--- config.mk ---
export PLATFORM = sky130hd
export DESIGN_NAME = serial_subtractor
export DESIGN_NICKNAME = d
export VERILOG_FILES = /design/src/rtl/serial_subtractor.sv
export SDC_FILE = /design/constraint.sdc
export NUM_CORES = 1
export LEC_CHECK = 0
export ABC_AREA = 0
export CAP_MARGIN = 20
export CORE_MARGIN = 2
export CORE_UTILIZATION = 36
export DETAILED_ROUTE_END_ITERATION = 6
export PLACE_DENSITY = 0.68
export SKIP_CTS_REPAIR_TIMING = 1
export SLEW_MARGIN = 20
export SYNTH_ARGS = -nofsm -noshare
export SYNTH_HDL_FRONTEND = slang
export SYNTH_SLANG_ARGS = --single-unit
--- constraint.sdc ---
create_clock -name clk -period 2.2 [get_ports clk]
set_input_delay 0.44 -clock clk [delete_from_list [all_inputs] [get_ports clk]]
set_output_delay 0.44 -clock clk [all_outputs]
set_load 0.02 [all_outputs]
--- src/rtl/serial_subtractor.sv ---
// Bit-serial LSB-first subtractor: a - b - bin over WIDTH cycles.
// Optional signed-overflow output enabled by SERIAL_SUB_OVF_EN.
module serial_subtractor #(
  parameter int WIDTH = 4
) (
  input  logic             clk,
  input  logic             rst,
  input  logic             start_valid,
  output logic             start_ready,
  input  logic [WIDTH-1:0] a,
  input  logic [WIDTH-1:0] b,
  input  logic             bin,
  output logic             done_valid,
  input  logic             done_ready,
  output logic [WIDTH-1:0] diff,
`ifdef SERIAL_SUB_OVF_EN
  output logic             ovf,
`endif
  output logic             bout
);

  localparam int CW = $clog2(WIDTH);

  typedef enum logic [1:0] {
    IDLE,
    RUN,
    DONE
  } state_t;

  state_t state;
  state_t nxt;

  logic [CW-1:0]    cnt;
  logic [WIDTH-1:0] sa;
  logic [WIDTH-1:0] sb;
  logic [WIDTH-1:0] res;
  logic             br;
  logic             d;
  logic             br_next;
  logic             accept;
  logic             last;
  logic             sr_d;
  logic             dv_d;

  assign accept = (state == IDLE) & start_valid & start_ready;
  assign last   = (state == RUN) & (cnt == CW'(WIDTH - 1));

  assign d       = sa[0] ^ sb[0] ^ br;
  assign br_next = (~sa[0] & sb[0]) | (~(sa[0] ^ sb[0]) & br);

  always_ff @(posedge clk or posedge rst) begin
    if (rst) state <= IDLE;
    else     state <= nxt;
  end

  always_comb begin
    nxt = state;
    unique case (state)
      IDLE:    if (accept) nxt = RUN;
      RUN:     if (last) nxt = DONE;
      DONE:    if (done_valid & done_ready) nxt = IDLE;
      default: nxt = IDLE;
    endcase
  end

  // Handshake outputs are registered from the next state
  always_comb begin
    sr_d = (nxt == IDLE);
    dv_d = (nxt == DONE);
  end

  always_ff @(posedge clk or posedge rst) begin
    if (rst) begin
      start_ready <= 1'b0;
      done_valid  <= 1'b0;
    end else begin
      start_ready <= sr_d;
      done_valid  <= dv_d;
    end
  end

  always_ff @(posedge clk or posedge rst) begin
    if (rst) begin
      sa   <= '0;
      sb   <= '0;
      res  <= '0;
      br   <= 1'b0;
      cnt  <= '0;
      diff <= '0;
      bout <= 1'b0;
`ifdef SERIAL_SUB_OVF_EN
      ovf  <= 1'b0;
`endif
    end else if (accept) begin
      sa  <= a;
      sb  <= b;
      br  <= bin;
      cnt <= '0;
    end else if (state == RUN) begin
      sa  <= sa >> 1;
      sb  <= sb >> 1;
      br  <= br_next;
      res <= {d, res[WIDTH-1:1]};
      cnt <= cnt + CW'(1);
      if (last) begin
        diff <= {d, res[WIDTH-1:1]};
        bout <= br_next;
`ifdef SERIAL_SUB_OVF_EN
        // On the last step sa[0]/sb[0] hold the operand MSBs
        ovf  <= (sa[0] ^ sb[0]) & (d ^ sa[0]);
`endif
      end
    end
  end

endmodule

==> reports/results.txt <==
Run status - completed
Proportion of synthesized chip area in sequential cells - 0.5966
Hold violation total from the final report - 0
Clock transition at the register clock pins on the worst setup and hold paths after CTS - 0.12 ns
Type of the most critical hold path - in2async
Layout fillers - 231
Peak clock frequency supported by timing - 578.7 MHz
Average detailed-routed wire length per instance - 12.48 um
Reg-to-reg startpoint - state[0]$_DFF_PP0_
Data arrival time of the worst path - 1.29 ns
Post-synthesis register bit count - 23
Proportion of netlist area held by the largest area contributor - 0.5966
Effective utilization at floorplan - 0.3859
Net count of the mapped netlist - 96
Core Region - 2500 um2
Cell accounting for the most synthesized area - dfrtp_1
Total Nets Final - 119
CTS tree - yes
Worst slew margin relative to its limit - 0.7047
Worst VDD drop - 0.0007566 V
Crit path capture type - output pin
Die Y - 55.77 um
Critical Setup Path Class - reg2out
Deepest clock path buffer count - 2
Post-detailed-route count of antenna-violating nets - 0
Accumulated negative setup slack - 0 ns
Utilization after layout - 0.4870
Reg-to-reg setup timing slack - 0.76 ns
CP max stage cell - clkdlybuf4s50_1
CTS H-tree lvls - 1
Diodes inserted - 0
IO buf count - 19
Via count - 645
Worst setup path startpoint - done_valid$_DFF_PP0_
Vias per inst - 4.850
First-pass detailed-route iteration total - 4
Std cell rows - 18
Detailed Place HPWL - 1222 um
Share of final-layout standard cells stronger than drive strength 1 - 0.1165
Clock Tree Root - clkbuf_4
Global-route wire length before repair - 2891 um
Most frequent cells after synthesis - dfrtp_1 (23), nand2_1 (17), a21o_1 (6), a22o_1 (6)
Time the worst path needs with I/O delays and setup - 1.728 ns
Setup repair after global routing missed its margin - false
Worst path bufs/invs - 1
Tightest Pin Transition - 0.4413 ns
Placer congestion estimate - 0.6716
Total of max-cap violations - 0
Leading cell types by total area after synthesis - dfrtp_1 (60%), nand2_1 (6.6%), a22o_1 (5.4%)
DIE WIDTH - 55.77 um
Setup crit start kind - flip-flop
Worst-Skew Late Latency - 0.30 ns
Avg Cell Area, Syn - 11.91 um2
Number of remaining DRC errors - 0
Worst stage delay on the critical path - 0.61 ns
Post-synthesis instance total - 81
Number of global-route vias before repair - 660
Synth warn - 0
Ordered cell list for the critical path - clkdlybuf4s50_1
Yosys cell types - 23
Sinks on Clock Net - 23
Count of pins on the block boundary - 20
Num CTS Buffers - 3
Post-synth design cell area - 964.7 um2
Growth of design area from synthesis to finish - 26.20%
Proportion of synthesized flip-flops having asynchronous set or reset - 1.000
Antenna violations before repair - 0
Maximum number of pins on one net before global-route repair - 24
Global route overflow - 0
Number of enable flip-flop cells after synthesis - 0
Iteration-0 DRC Markers - 8
Leakage dissipation - 0.5949 nW
Die outline area - 3110 um2
GRT Total Usage - 0.1181
Most repeated cell in the gate-level netlist after synthesis - dfrtp_1
Biggest fanout along the worst timing path - 2
Most common flop cell mapped by yosys - dfrtp_1
Pwr per Cell Area - 1401 nW/um2
Largest delay share family, worst path - buffers and inverters
Final number of setup-violating endpoints - 0
Part of the cycle the worst path needs - 0.7855
Critical path data required time - 1.76 ns
Clock skew - 0.001588 ns
Final count of pins violating max slew - 0
Final routed wirelength across all metal layers - 1660 um
## where the power goes
part           total (mW)  leakage (nW)  switching (mW)  internal, mW
Sequential          0.732         0.293           0.114         0.618
Clock               0.190        0.0150           0.119        0.0708
Combinational       0.783         0.286           0.392         0.392
Total                1.71         0.595           0.625          1.08
## layout by cell type, fill, tap and decap left out, drive strengths merged
| master | instances |
|---|---|
| nand2 | 17 |
| nand2b | 1 |
| clkbuf | 4 |
| and2 | 1 |
| nand3b | 2 |
| nor4bb | 1 |
| o21bai | 1 |
| nor2 | 2 |
| xnor2 | 1 |
| dfrtp | 23 |
| inv | 2 |
| a21oi | 1 |
| a221o | 1 |
| a21o | 6 |
| buf | 3 |
| nor2b | 1 |
| fa | 1 |
| nor3 | 1 |
| mux2 | 4 |
| clkdlybuf4s50 | 19 |
| a22o | 6 |
| ha | 1 |
| o21ai | 4 |
## flip-flops by register name, summed over array words and instances (netlist names)
signal and cells:
bout 1, br 1, cnt 2, diff 4
done_valid 1, res 3, sa 4, sb 4
start_ready 1, state 2
## metrics by stage
step	setup WS, ns	area (um2)	power (mW)	hold slack (ns)	instances
global route	0.4312	1217	1.859	0.4870	133
CTS	0.4499	1217	1.739	0.4557	133
detailed placement	0.3081	1191	1.543	0.4665	129
floorplan	0.8231	964.7	1.287	0.4418	81
global placement	0.3314	1191	1.503	0.4603	129
finish	0.4719	1217	1.706	0.4601	133
## layout make-up
| class | instances | area, um2 | share of cell area |
|---|---|---|---|
| repair buffers | 22 | 212.7 | 0.1747 |
| well taps | 30 | 37.54 | 0.03083 |
| flip-flops and latches | 23 | 575.6 | 0.4728 |
| multi-input cells | 52 | 357.8 | 0.2939 |
| inverters | 2 | 7.507 | 0.006166 |
| clock buffers | 4 | 26.28 | 0.02158 |
## cell families (layout without fill, tap and decap cells)
group / after synthesis / count (layout) / synth area share
fa+ha+maj: 2 / 2 / 0.03372
flops: 23 / 23 / 0.5966
compound gates: 19 / 19 / 0.1453
mux: 4 / 4 / 0.04669
simple gates: 26 / 26 / 0.1297
xor+xnor: 1 / 1 / 0.009081
buf+inv: 6 / 28 / 0.03890
## path summary, 6_finish.rpt
kind	depth (start not counted)	to
setup / recovery	1	done_valid
hold / removal	3	diff[0]$_DFFE_PP0P_
setup reg to reg	4	sa[0]$_DFFE_PP0P_
hold reg to reg	2	res[1]$_DFFE_PP0P_
max in group asynchronous	3	start_ready$_DFF_PP0_
min in group clk	2	res[1]$_DFFE_PP0P_
## per-layer routing
metal | wire, um | vias to the layer above | track usage
met5 | 0 | - | 0
met4 | 26 | 0 | 0.06272
met3 | 78 | 4 | 0.02326
met2 | 788 | 14 | 0.2024
met1 | 767 | 307 | 0.1384
li1 | - | 320 | -
Note: power is estimated with default switching activity, not from simulation.
